**config.mk**
```make
export PLATFORM = sky130hd
export DESIGN_NAME = serv_fetch_ctrl
export DESIGN_NICKNAME = d
export VERILOG_FILES = /design/src/rtl/serv_fetch_ctrl.sv
export SDC_FILE = /design/constraint.sdc
export NUM_CORES = 1
export LEC_CHECK = 0
export ABC_AREA = 1
export ABC_CLOCK_PERIOD_IN_PS = 1250
export CAP_MARGIN = 40
export CORE_ASPECT_RATIO = 1.75
export CORE_MARGIN = 2
export CORE_UTILIZATION = 47
export DETAILED_ROUTE_END_ITERATION = 6
export DONT_BUFFER_PORTS = 1
export GPL_TIMING_DRIVEN = 0
export SYNTH_ARGS = -nofsm -noshare
export SYNTH_HDL_FRONTEND = slang
export SYNTH_SLANG_ARGS = --single-unit
```
**constraint.sdc**
```tcl
create_clock -name clk -period 1.25 [get_ports clk]
set_input_delay 0.1875 -clock clk [delete_from_list [all_inputs] [get_ports clk]]
set_output_delay 0.1875 -clock clk [all_outputs]
set_load 0.02 [all_outputs]
```
**src/rtl/serv_fetch_ctrl.sv**
```systemverilog
// serv_fetch_ctrl: instruction-fetch sequencer in front of the SERV decoder.
// Runs the ibus Wishbone read, captures the word, and pulses the decoder load
// strobe once per instruction. It holds off the next fetch until execution is
// done, and parks in HALT between instructions for debug.
// Optional feature macro: SERV_FETCH_TIMEOUT_EN (abort a FETCH that gets no ack
// within TIMEOUT_CYCLES cycles and pulse o_fetch_err).
module serv_fetch_ctrl #(
  parameter int TIMEOUT_CYCLES = 255
) (
  input  logic        clk,
  input  logic        i_rst_n,
  input  logic        i_fetch_req,
  input  logic [31:0] i_pc,
  output logic [31:0] o_ibus_adr,
  output logic        o_ibus_cyc,
  input  logic [31:0] i_ibus_rdt,
  input  logic        i_ibus_ack,
  output logic        o_dec_en,
  output logic [29:0] o_dec_rdt,
  input  logic        i_exec_done,
  input  logic        i_halt_req,
  input  logic        i_resume_req,
  output logic        o_halted,
  output logic        o_busy,
  output logic        o_fetch_err
);

  typedef enum logic [2:0] {IDLE, FETCH, ISSUE, EXEC, HALT} state_e;

  // Bits [31:2] of addi x0,x0,0 so the decoder sees a NOP out of reset
  localparam logic [29:0] NOP_RDT = 30'h0000_0004;

  state_e      state_q, state_d;
  logic [31:0] adr_q, adr_d;
  logic        cyc_q, cyc_d;
  logic [29:0] rdt_q, rdt_d;
  logic        dec_en_q, dec_en_d;
  logic        halted_q, halted_d;
  logic        busy_q, busy_d;
  logic        err_q, err_d;
  logic        halt_pend_q, halt_pend_d;
  logic        unused_ok;

`ifdef SERV_FETCH_TIMEOUT_EN
  localparam logic [7:0] TO_LAST = 8'(TIMEOUT_CYCLES - 1);
  logic [7:0] cnt_q, cnt_d;
  assign unused_ok = ^i_ibus_rdt[1:0];
`else
  assign unused_ok = ^{i_ibus_rdt[1:0], TIMEOUT_CYCLES};
`endif

  // Next-state and next-output logic; every output is taken from a flop
  always_comb begin
    state_d     = state_q;
    adr_d       = adr_q;
    cyc_d       = cyc_q;
    rdt_d       = rdt_q;
    dec_en_d    = 1'b0;
    err_d       = 1'b0;
    halt_pend_d = halt_pend_q | (i_halt_req && (state_q != HALT));
`ifdef SERV_FETCH_TIMEOUT_EN
    cnt_d       = cnt_q;
`endif
    case (state_q)
      IDLE: begin
        if (halt_pend_q || i_halt_req) begin
          state_d = HALT;
        end else if (i_fetch_req) begin
          state_d = FETCH;
          adr_d   = i_pc;
          cyc_d   = 1'b1;
`ifdef SERV_FETCH_TIMEOUT_EN
          cnt_d   = 8'd0;
`endif
        end
      end
      FETCH: begin
        if (i_ibus_ack) begin
          rdt_d    = i_ibus_rdt[31:2];
          cyc_d    = 1'b0;
          dec_en_d = 1'b1;
          state_d  = ISSUE;
`ifdef SERV_FETCH_TIMEOUT_EN
        end else if (cnt_q == TO_LAST) begin
          // Give up on the bus; a pending halt is then taken from IDLE
          cyc_d   = 1'b0;
          err_d   = 1'b1;
          state_d = IDLE;
        end else begin
          cnt_d = cnt_q + 8'd1;
`endif
        end
      end
      ISSUE: state_d = EXEC;
      EXEC: begin
        if (i_exec_done) begin
          if (halt_pend_q || i_halt_req) begin
            state_d = HALT;
          end else if (i_fetch_req) begin
            state_d = FETCH;
            adr_d   = i_pc;
            cyc_d   = 1'b1;
`ifdef SERV_FETCH_TIMEOUT_EN
            cnt_d   = 8'd0;
`endif
          end else begin
            state_d = IDLE;
          end
        end
      end
      HALT: begin
        if (i_resume_req) state_d = IDLE;
      end
      default: begin
        state_d = IDLE;
        cyc_d   = 1'b0;
      end
    endcase
    // The pending halt is consumed by entering HALT
    if (state_d == HALT) halt_pend_d = 1'b0;
    busy_d   = (state_d == FETCH) || (state_d == ISSUE) || (state_d == EXEC);
    halted_d = (state_d == HALT);
  end

  // State and output registers; async reset drops cyc without waiting for a clock
  always_ff @(posedge clk or negedge i_rst_n) begin
    if (!i_rst_n) begin
      state_q     <= IDLE;
      adr_q       <= 32'h0;
      cyc_q       <= 1'b0;
      rdt_q       <= NOP_RDT;
      dec_en_q    <= 1'b0;
      halted_q    <= 1'b0;
      busy_q      <= 1'b0;
      err_q       <= 1'b0;
      halt_pend_q <= 1'b0;
`ifdef SERV_FETCH_TIMEOUT_EN
      cnt_q       <= 8'd0;
`endif
    end else begin
      state_q     <= state_d;
      adr_q       <= adr_d;
      cyc_q       <= cyc_d;
      rdt_q       <= rdt_d;
      dec_en_q    <= dec_en_d;
      halted_q    <= halted_d;
      busy_q      <= busy_d;
      err_q       <= err_d;
      halt_pend_q <= halt_pend_d;
`ifdef SERV_FETCH_TIMEOUT_EN
      cnt_q       <= cnt_d;
`endif
    end
  end

  assign o_ibus_adr  = adr_q;
  assign o_ibus_cyc  = cyc_q;
  assign o_dec_en    = dec_en_q;
  assign o_dec_rdt   = rdt_q;
  assign o_halted    = halted_q;
  assign o_busy      = busy_q;
  assign o_fetch_err = err_q;

endmodule
```
Word level (Yosys, flattened, before mapping)
Index checks and enable logic that the tools add are counted.
- register bits after elaboration: 70
- output and inout port bits: 67
- eq/ne operators: 11
- muxes and demuxes: 20
- bitwise operators: 2
- reductions and logical operators: 10
- operators by type and width (kind ; number):
    two-way mux 32 bit ; 3
    one-hot mux 32 bit (2 select lines) ; 1
    two-way mux 3 bit ; 6
    one-hot mux 3 bit (5 select lines) ; 1
    equality test 3 x 2 -> 1 bit, second input constant ; 4
    two-way mux 1 bit ; 8
    equality test 3 x 1 -> 1 bit, second input constant ; 2
    equality test 3 bit, second input constant ; 2
    != test 2 bit, second input constant ; 2
    one-hot mux 1 bit (4 select lines) ; 1
    AND reduction 2 bit ; 2
    zero test 3 bit ; 1
    logical OR 1 bit ; 3
    != test 3 bit, second input constant ; 1
    AND reduction 3 bit ; 1
    nonzero test 2 bit ; 1
    OR reduction 2 bit ; 1
    logical AND 1 bit ; 1
    NOT 1 bit ; 1
    bitwise OR 1 bit ; 1

Depth between registers and ports, before layout
Gate-level depths: netlist (run 1).
- depth in word-level cells: 7
- gate-level depth with buffers: 8
- gate-level depth less buffers: 7

Least setup slack after synthesis (run 1)
Ideal clock, no wire load.
- path kind: register to register
- start point: reg state_q[0]
- end point: reg adr_q[15] (netlist: o_ibus_adr[15])
- library setup time: 0.116 ns
- arrival time: 1.083 ns
- required time: 1.134 ns
- setup slack: 0.051 ns
- cell stages (with the launch flop): 8
- clock period less this slack: 1.199 ns
- cell sequence: dfrtp_1 nor2_1 nand2_1 o21ai_2 nand3_4 buf_2 nand2_1 nand2_1
- word-level cells in the longest chain between the ends: 3
- RTL lines (element ; line ; text):
    start, declared ; 33 ; state_e state_q, state_d;
    start signal, assigned ; 141 ; state_q <= state_d;
    equality test 3 x 2 -> 1 bit or zero test 3 bit (tied branches) ; 64 ; case (state_q)
    != test 2 bit (no source line) or nonzero test 2 bit (tied branches) ; -- ;
    AND reduction 2 bit (no source line) ; -- ;
    end signal, assigned ; 142 ; adr_q <= adr_d;
    end, declared ; 34 ; logic [31:0] adr_q, adr_d;
Parallel ways exist; a longest one is shown, timed or not.
A chain may end at the register's enable or synchronous reset.

Worst setup path in the final report (run 1)
- start point: reg state_q[0]
- end point: reg adr_q[22] (netlist: o_ibus_adr[22])
The elaborated chain is that of the path after synthesis.

==> summary.md, run 1 <==
The flip-flop and latch count after synthesis works out to 70. The ratio of routed vias to standard cells is 4.94. Counting the fill cells in the layout gives 396. The run gives 4120 µm² as the cell area after layout. The number of buffers added on ports is 0, and the Yosys warning count is 0. From left edge to right edge, the die measures 61.9 µm. The logs give 133 for the number of DRC markers in iteration 0 and 4.05 mW for the net switching power of the design.

The hold violation total from the final report was 70. Leaving out fill and tap cells, the most frequent cells in the layout are 159 x nand2_1, 66 x dfrtp_1, 62 x dlygate4sd3_1, 25 x nand2_2. The total length of routed met3 wires is 572 µm, and the data required time at the worst endpoint is 1.47 ns. The post-DP HPWL was 4220 µm; the register clock-pin slew on the reported worst setup and hold paths was 0.08 ns. For the sequential element share of the synthesized area, the log shows 63.6%. The root buffer cell was clkbuf_8.

The startpoint kind of the worst setup timing path is a register. The die covers 6510 µm². The setup slack after layout is -0.0852 ns, and the minimum clock period after layout is 1.34 ns. The overall die height came out at 105 µm.

Global routing finished with a remaining overflow of 0. CTS built an H-tree with a depth of 3. Power spread over the standard cell area amounts to 2300 nW/µm².

The run gives 70 as the total number of clock tree sinks. The capture instance of the worst register-to-register path was o_ibus_adr[22]. After detailed routing, the met2 layer carries 4100 µm of wire.

The worst setup path is captured at a register. Summed over all layers, the routed wires come to 7220 µm. The run gives 0 as the final antenna-violating net count.

The flow ran to the end, but the final reports show violations. The final max-slew violation count was 0; the number of antenna violations at the first check in global routing was 0. The iteration count of the initial detailed-routing pass was 4; the static leakage was 2.16 nW.

The length of routed wiring on met1 is 2430 µm, and the maximum count of clock buffers along a single path is 2. The clock network is responsible for 19.5% of the overall power. Dividing the detail-routed wire length by the instance count gives 15.1 µm.

The count of antenna diodes in the layout is 0, and the fraction of layout instances using a drive strength above 1 is 23.6%. Sequential cells account for 55.6% of the total power. The checks that failed: hold timing, setup timing. For the final database, setup skew stands at 0.0101 ns.

The logs give 0.34 ns for the clock insertion delay at the later pin of the skew report and 1.56 ns for the data arrival time at the worst-slack endpoint. The total number of vias came out at 2,367. Setup violations remaining at the end of the flow were counted as 59. Net switching is 42.7% of the power. In the routed design, unresolved DRC markers number 0. The logic depth of the worst register-to-register path was 7. The completed layout was analyzed and its total power is 9.48 mW. The tools report the relative contribution of combinational cells to total power as 24.9%. The max-cap violation count was 0; the internal power component was 5.43 mW. In the final design database the tool counted 469 nets. The startpoint identified for the worst register-to-register timing path is state_q[0].

By startpoint and endpoint, the worst setup path is classified as register to register. The tools report the worst vdd rail ir drop as 1.37 mV. The post-place instance area is 2850 µm². The leading cell type in the layout, fill and taps excluded was nand2_1. After layout, the worst path uses 107% of the clock period.

A synthesized cell averages 8.77 µm². The initial utilization of the core area, before any placement, comes to 48.9%. After synthesis, the netlist uses 20 different library cells. For the net count of the mapped netlist, the log shows 385. Setup repair after global routing could not meet its margin everywhere.

The cell count after synthesis came out at 314. The type of the tightest min-delay check is primary input to async pin. The highest metal layer used by the detailed router was met4. The cell area that synthesis handed to floorplanning was 2760 µm².

The maximum fanout encountered on the critical timing path was 10; the maximum clock frequency was 749 MHz. Row generation in the floorplan step produced 36 rows. The routability-driven placement congestion ratio is 0.748, and the number of buffers created by CTS is 9.

The setup check on the worst reg-to-reg path leaves a slack of -0.09 ns. Across every metal layer, demand over resource in global routing totals 21.0%. In this run the standard cell core region covers 5630 µm². TritonCTS built the clock tree. Entering global routing, the biggest net connects 71 pins. Buffers inserted to repair hold after CTS numbered 62. Relative to the synthesized area, the layout overhead comes to 49.5%.

The worst hold margin is -0.464 ns. For the number of global-route vias before repair, the log shows 2,364. The first-pass GRT wire length came out at 10,200 µm. For the count of boundary I/O pins, the log shows 138.
==> power groups by stage <==
| stage | Clock (mW) | Combinational, mW | Sequential (mW) |
|---|---|---|---|
| 6_report | 1.85 | 2.36 | 5.27 |
| 5_1_grt | 1.99 | 2.68 | 5.41 |
| 4_1_cts | 1.91 | 1.94 | 5.22 |
| 3_5_place_dp | 0 | 1.65 | 5.24 |
| 3_3_place_gp | 0 | 1.55 | 5.24 |
| 2_1_floorplan | 0 | 1.35 | 5.02 |
==> sequential cells by signal, indices dropped and copies added (netlist names) <==
name / count
o_halted: 1
state_q: 3
o_dec_en: 1
o_ibus_cyc: 1
o_ibus_adr: 32
o_busy: 1
o_dec_rdt: 30
halt_pend_q: 1
==> cells in the mapped netlist <==
cell | n | area (µm²)
nand3_4 | 1 | 17.5
dfrtp_1 | 69 | 1730
buf_2 | 6 | 30.0
buf_4 | 6 | 45.0
inv_1 | 6 | 22.5
nand2_2 | 1 | 6.26
dfstp_2 | 1 | 26.3
inv_2 | 3 | 11.3
conb_1 | 1 | 3.75
a21oi_1 | 1 | 5.00
buf_6 | 1 | 11.3
o21ai_2 | 1 | 8.76
nor2_1 | 9 | 33.8
nand2_1 | 194 | 728
nand3_1 | 7 | 35.0
nand3b_1 | 1 | 7.51
o21ai_0 | 2 | 10.0
inv_4 | 1 | 6.26
o31ai_1 | 1 | 7.51
nand4_1 | 2 | 12.5
==> cells by family (layout without fill, tap and decap cells) <==
family / after synthesis / count (layout) / share of synthesized area (%)
compound gates: 5 / 5 / 1.14
simple gates: 215 / 215 / 30.5
other cells: 1 / 1 / 0.136
buf+inv: 23 / 112 / 4.59
flops: 70 / 70 / 63.6
==> critical path: stages (launching register included) <==
cell and delay (ns):
dfrtp_2 0.45, nor2_4 0.12, nand2_1 0.07, o21ai_2 0.08
nand3_4 0.16, buf_4 0.22, nand2_1 0.06, nand2_1 0.07
==> stage by stage <==
step | setup TNS, ns | setup slack, ns | util [%] | std cells
4_1_cts | -0.807 | -0.0302 | 66.8 | 473
5_1_grt | -5.97 | -0.144 | 73.2 | 479
3_5_place_dp | -4.94 | -0.141 | 50.6 | 390
3_3_place_gp | -4.64 | -0.111 | 50.6 | 390
2_1_floorplan | 0 | 0.0505 | - | 314
6_report | -1.81 | -0.0852 | 73.2 | 479
==> final cells by class <==
type / instances / area, µm² / area share (%)
multi-input cells: 221 / 1060 / 25.8
clock buffers: 11 / 151 / 3.68
inverters: 10 / 55.1 / 1.34
flip-flops and latches: 70 / 1760 / 42.6
clock inverters: 5 / 57.6 / 1.40
plain buffers: 13 / 161 / 3.92
repair buffers: 73 / 781 / 19.0
well taps: 76 / 95.1 / 2.31
==> routing by layer <==
| metal | track usage (%) | vias up |
|---|---|---|
| met2 | 37.7 | 102 |
| met3 | 7.73 | 10 |
| met1 | 20.2 | 1138 |
| li1 | - | 1117 |
| met4 | 8.66 | 0 |
| met5 | 0 | - |
==> timing repair <==
item	in CTS	in global routing
resized for setup	14	78
hold endpoints to repair	132	70
buffers inserted	5	2
cloned	0	4
pin swaps	2	11
endpoints found under the setup margin	61	65
==> worst max-delay path by stage <==
stage / depth (start not counted) / end / startpoint / slack (ns)
2_1_floorplan: 7 / o_ibus_adr[15] / state_q[0] / 0.05
3_3_place_gp: 7 / o_ibus_adr[8] / state_q[0] / -0.11
3_5_place_dp: 7 / o_ibus_adr[29] / state_q[0] / -0.14
4_1_cts: 8 / o_ibus_adr[4] / state_q[1] / -0.03
5_1_grt: 8 / o_ibus_adr[10] / state_q[0] / -0.14
6_report: 7 / o_ibus_adr[22] / state_q[0] / -0.09
(Power assumes the default switching activity.)
==> run 2, diff against run 1 <==
--- a/config.mk
+++ b/config.mk
@@ -10,10 +10,11 @@
 export CAP_MARGIN = 40
 export CORE_ASPECT_RATIO = 1.75
 export CORE_MARGIN = 2
-export CORE_UTILIZATION = 47
+export CORE_UTILIZATION = 36
 export DETAILED_ROUTE_END_ITERATION = 6
-export DONT_BUFFER_PORTS = 1
 export GPL_TIMING_DRIVEN = 0
+export PLACE_DENSITY = 0.76
+export SLEW_MARGIN = 10
 export SYNTH_ARGS = -nofsm -noshare
 export SYNTH_HDL_FRONTEND = slang
 export SYNTH_SLANG_ARGS = --single-unit
==> run 2 against run 1 <==
Against the previous run: the run ends with setup timing left; worst hold slack gained 0.82 ns; total power up 17%; largest power group is now combinational logic; worst setup slack better by 0.018 ns; critical path type unchanged; first-iteration DRC count shrank 37%; fmax increased by 1.3%; global-route usage down 2.2 points; sequential power decreased by 27%; clock power rose by 29%; register-to-register slack better by 0.02 ns.
==> summary.md, run 2 (same netlist as run 1, synthesis figures left out) <==
The total number of vias came out at 2,587 (+9.3%). The count of H-tree levels built during CTS came out at 3 (unchanged). The tools report the clock tree skew after final layout as 0.00329 ns (-0.00683 ns). Relative contribution of combinational cells to total power: 43.7% (+19 points). The number of buffers and inverters on the critical path works out to 2 (+1).

The maximum fanout encountered on the critical timing path is 6 (-4), and the final max-slew violation count is 0 (unchanged). The worst setup path is launched from a register. The fraction of layout instances using a drive strength above 1 came out at 17.3% (-6.2 points).

The width of the die works out to 70.1 µm (+13%). The setup total negative slack is -1.20 ns (+0.614 ns), and the count of nets after finishing is 539 (+15%). Count of boundary I/O pins: 138 (unchanged). The run gives 8400 µm² (+29%) as the total die area.

For the initial cell density of the core, the log shows 36.7% (-12 points). The run gives 38 (-46%) as the pin count of the biggest net entering global routing. The iteration count of the initial detailed-routing pass was 5 (+1); the highest cell delay on the worst timing path was 0.42 ns (-0.03 ns). The count of antenna diodes in the layout came out at 0 (unchanged). The minimum clock period after layout works out to 1.32 ns (-0.0178 ns). The total congestion overflow after global routing came out at 0 (unchanged).

For the hold violation total from the final report, the log shows 0 (-100%). The power density over the cells was 2350 nW/µm² (+2.3%); the clock insertion delay at the later pin of the skew report was 0.33 ns (about the same). In this run the worst hold path is classified as primary input to async pin. The run gives 1.04 mV (-24%) as the worst vdd rail ir drop.

The final clock period utilization by the worst path works out to 105% (-1.4 points). In this run the critical register-to-register path is launched from state_q[0]. The run finished, with violations left. The run gives 5440 µm (+29%) as the post-DP HPWL.

In the layout the commonest cells are 170 x nand2_1, 68 x dfrtp_1, 67 x clkdlybuf4s50_1, 44 x dlygate4sd2_1. Total of endpoints with negative setup slack in the final report: 32 (-46%). The internal power component is 6.78 mW (+25%). The root buffer cell is clkbuf_16. The library cell used most frequently in the layout, excluding fill and tap cells, is nand2_1. The core region area was 7510 µm² (+33%).

For the setup slack after layout, the log shows -0.0675 ns (+0.0178 ns). The register clock-pin slew on the reported worst setup and hold paths is 0.05 ns (-0.03 ns). The average wire length per cell after detail routing was 13.5 µm (-10%). The logic depth of the worst register-to-register path was 7 (unchanged). The flip-flop count of the largest register after layout came out at 32 (unchanged). Total number of clock tree sinks: 70 (unchanged). The area added between synthesis and finish came out at 71.0%. For the slack of the worst reg-to-reg path, the log shows -0.07 ns (+0.02 ns).

Walking the worst path, the cells encountered are nand2_2, o21ai_2, nand3_4, inv_8, buf_8, nand2_2, nand2_1. The routability-driven placement congestion ratio came out at 0.865 (+16%). The overall track demand over capacity in global routing is 18.9% (-2.2 points), and the maximum clock frequency is 759 MHz (+1.3%). The fill cell instance count of the final layout is 663 (+67%).

The final antenna-violating net count was 0 (unchanged); the static leakage was 2.51 nW (+16%). The checks that failed: setup timing. The data required time at the worst endpoint is 1.51 ns (+0.04 ns), and the pre-CTS setup slack is -0.341 ns (-0.200 ns). The cell with the largest stage delay on the worst path was dfrtp_1. The logs give 4.30 mW (+6.3%) for the net switching power of the design and 42 (+17%) for the site row count.

The overall power consumption was 11.1 mW (+17%). The number of buffers added on ports was 134 (+134); the switching part of the total was 38.8% (-3.9 points). The logs give 0 (unchanged) for the residual DRC count and 2,694 (+14%) for the number of global-route vias before repair. The worst register-to-register path ends at o_ibus_adr[22]. The data arrival time at the worst-slack endpoint is 1.58 ns (+0.02 ns). The run gives 34.7% (-21 points) as the power share of the sequential group. TritonCTS built the clock tree. The number of DRC markers in iteration 0 was 84 (-37%); the overall die height was 120 µm (+14%). The relative contribution of the clock network to total power was 21.5% (+2.0 points); the first-pass GRT wire length was 12,400 µm (+21%). The run gives 0 (unchanged) as the number of antenna violations at the first check in global routing.

Setup repair after global routing could not meet its margin everywhere. For the maximum count of clock buffers along a single path, the log shows 2 (unchanged). The ratio of routed vias to standard cells works out to 4.61 (-6.7%).

Broken down by cell family, the worst path's largest delay share belongs to flip-flops. The run gives 9 (unchanged) as the number of buffers created by CTS. Most frequent cell on the critical path: nand2_2.

The max-cap violation count was 0 (unchanged). The setup path with the least slack is of type register to register. The total length of routed wires is 7600 µm (+5.2%).

Element type at the critical path end: a register.
-- run 2: cell count changes in the layout (fill, tap and decap cells not counted), moves of 4 or more --
cell | previous run | this run
buf_2 | 0 | 4
buf_8 | 6 | 2
clkbuf_16 | 4 | 9
clkbuf_8 | 11 | 3
clkdlybuf4s15_1 | 0 | 20
clkdlybuf4s50_1 | 0 | 67
dlygate4sd2_1 | 0 | 44
dlygate4sd3_1 | 62 | 1
nand2_1 | 159 | 170
nand2_2 | 25 | 20
nand2_4 | 11 | 5
-- run 2: worst max path at each step --
stage | from | endpoint | slack [ns] | depth (start not counted)
2_1_floorplan | state_q[0] | o_ibus_adr[15] | 0.05 | 7
3_3_place_gp | i_rst_n | o_ibus_adr[9] | -2.39 | 1
3_5_place_dp | i_halt_req | o_ibus_adr[15] | -0.34 | 9
4_1_cts | state_q[0] | o_ibus_adr[4] | -0.06 | 7
5_1_grt | state_q[0] | o_ibus_adr[22] | -0.17 | 7
6_report | state_q[0] | o_ibus_adr[22] | -0.07 | 7
-- run 2: metal layers --
layer	vias up	share of wire (%)	track usage, %
met1	1201	35	19.0
met3	29	5.6	4.45
li1	1261	-	-
met5	-	0	0
met2	96	55	33.5
met4	0	4.8	13.2
-- run 2: area by class of cell --
class	count	area (µm²)	area share, %
Clock inverter	3	17.5	0.372
Clock buffer	13	270	5.74
Tap cell	88	110	2.34
Inverter	10	47.5	1.01
Timing Repair Buffer	143	1380	29.3
Sequential cell	70	1750	37.2
Buffer	13	131	2.79
Multi-Input combinational cell	221	1000	21.2
-- run 2: worst reg2reg max path: stages (launching register included) --
cell and delay (ns):
dfrtp_1 0.42, nand2_2 0.11, o21ai_2 0.17, nand3_4 0.16, inv_8 0.13, buf_8 0.15, nand2_2 0.05, nand2_1 0.06
-- run 2: per-stage QoR --
stage | utilization (%) | hold slack (ns) | area [µm²] | cells
finish | 62.7 | 0.357 | 4710 | 561
global route | 62.7 | 0.392 | 4710 | 561
CTS | 61.3 | 0.357 | 4600 | 561
detailed placement | 56.2 | 0.171 | 4220 | 537
global placement | 56.0 | 0.455 | 4210 | 536
floorplan | - | -0.108 | 2760 | 314
-- run 2: timing repair --
action	in CTS	in global routing
endpoints found under the hold margin	32	0
setup endpoints to repair	127	90
cloned	2	0
buffers inserted	5	0
pin swaps	3	5
hold buffers	1	0
gates resized for setup	102	50
-- run 2: power groups by stage --
stage	sequential (mW)	clock (mW)	combinational, mW
final	3.85	2.39	4.85
after global routing	3.98	2.54	5.25
after CTS	3.84	2.45	4.72
after detailed placement	3.87	0	5.11
after global placement	3.83	0	5.02
after floorplan	5.02	0	1.35
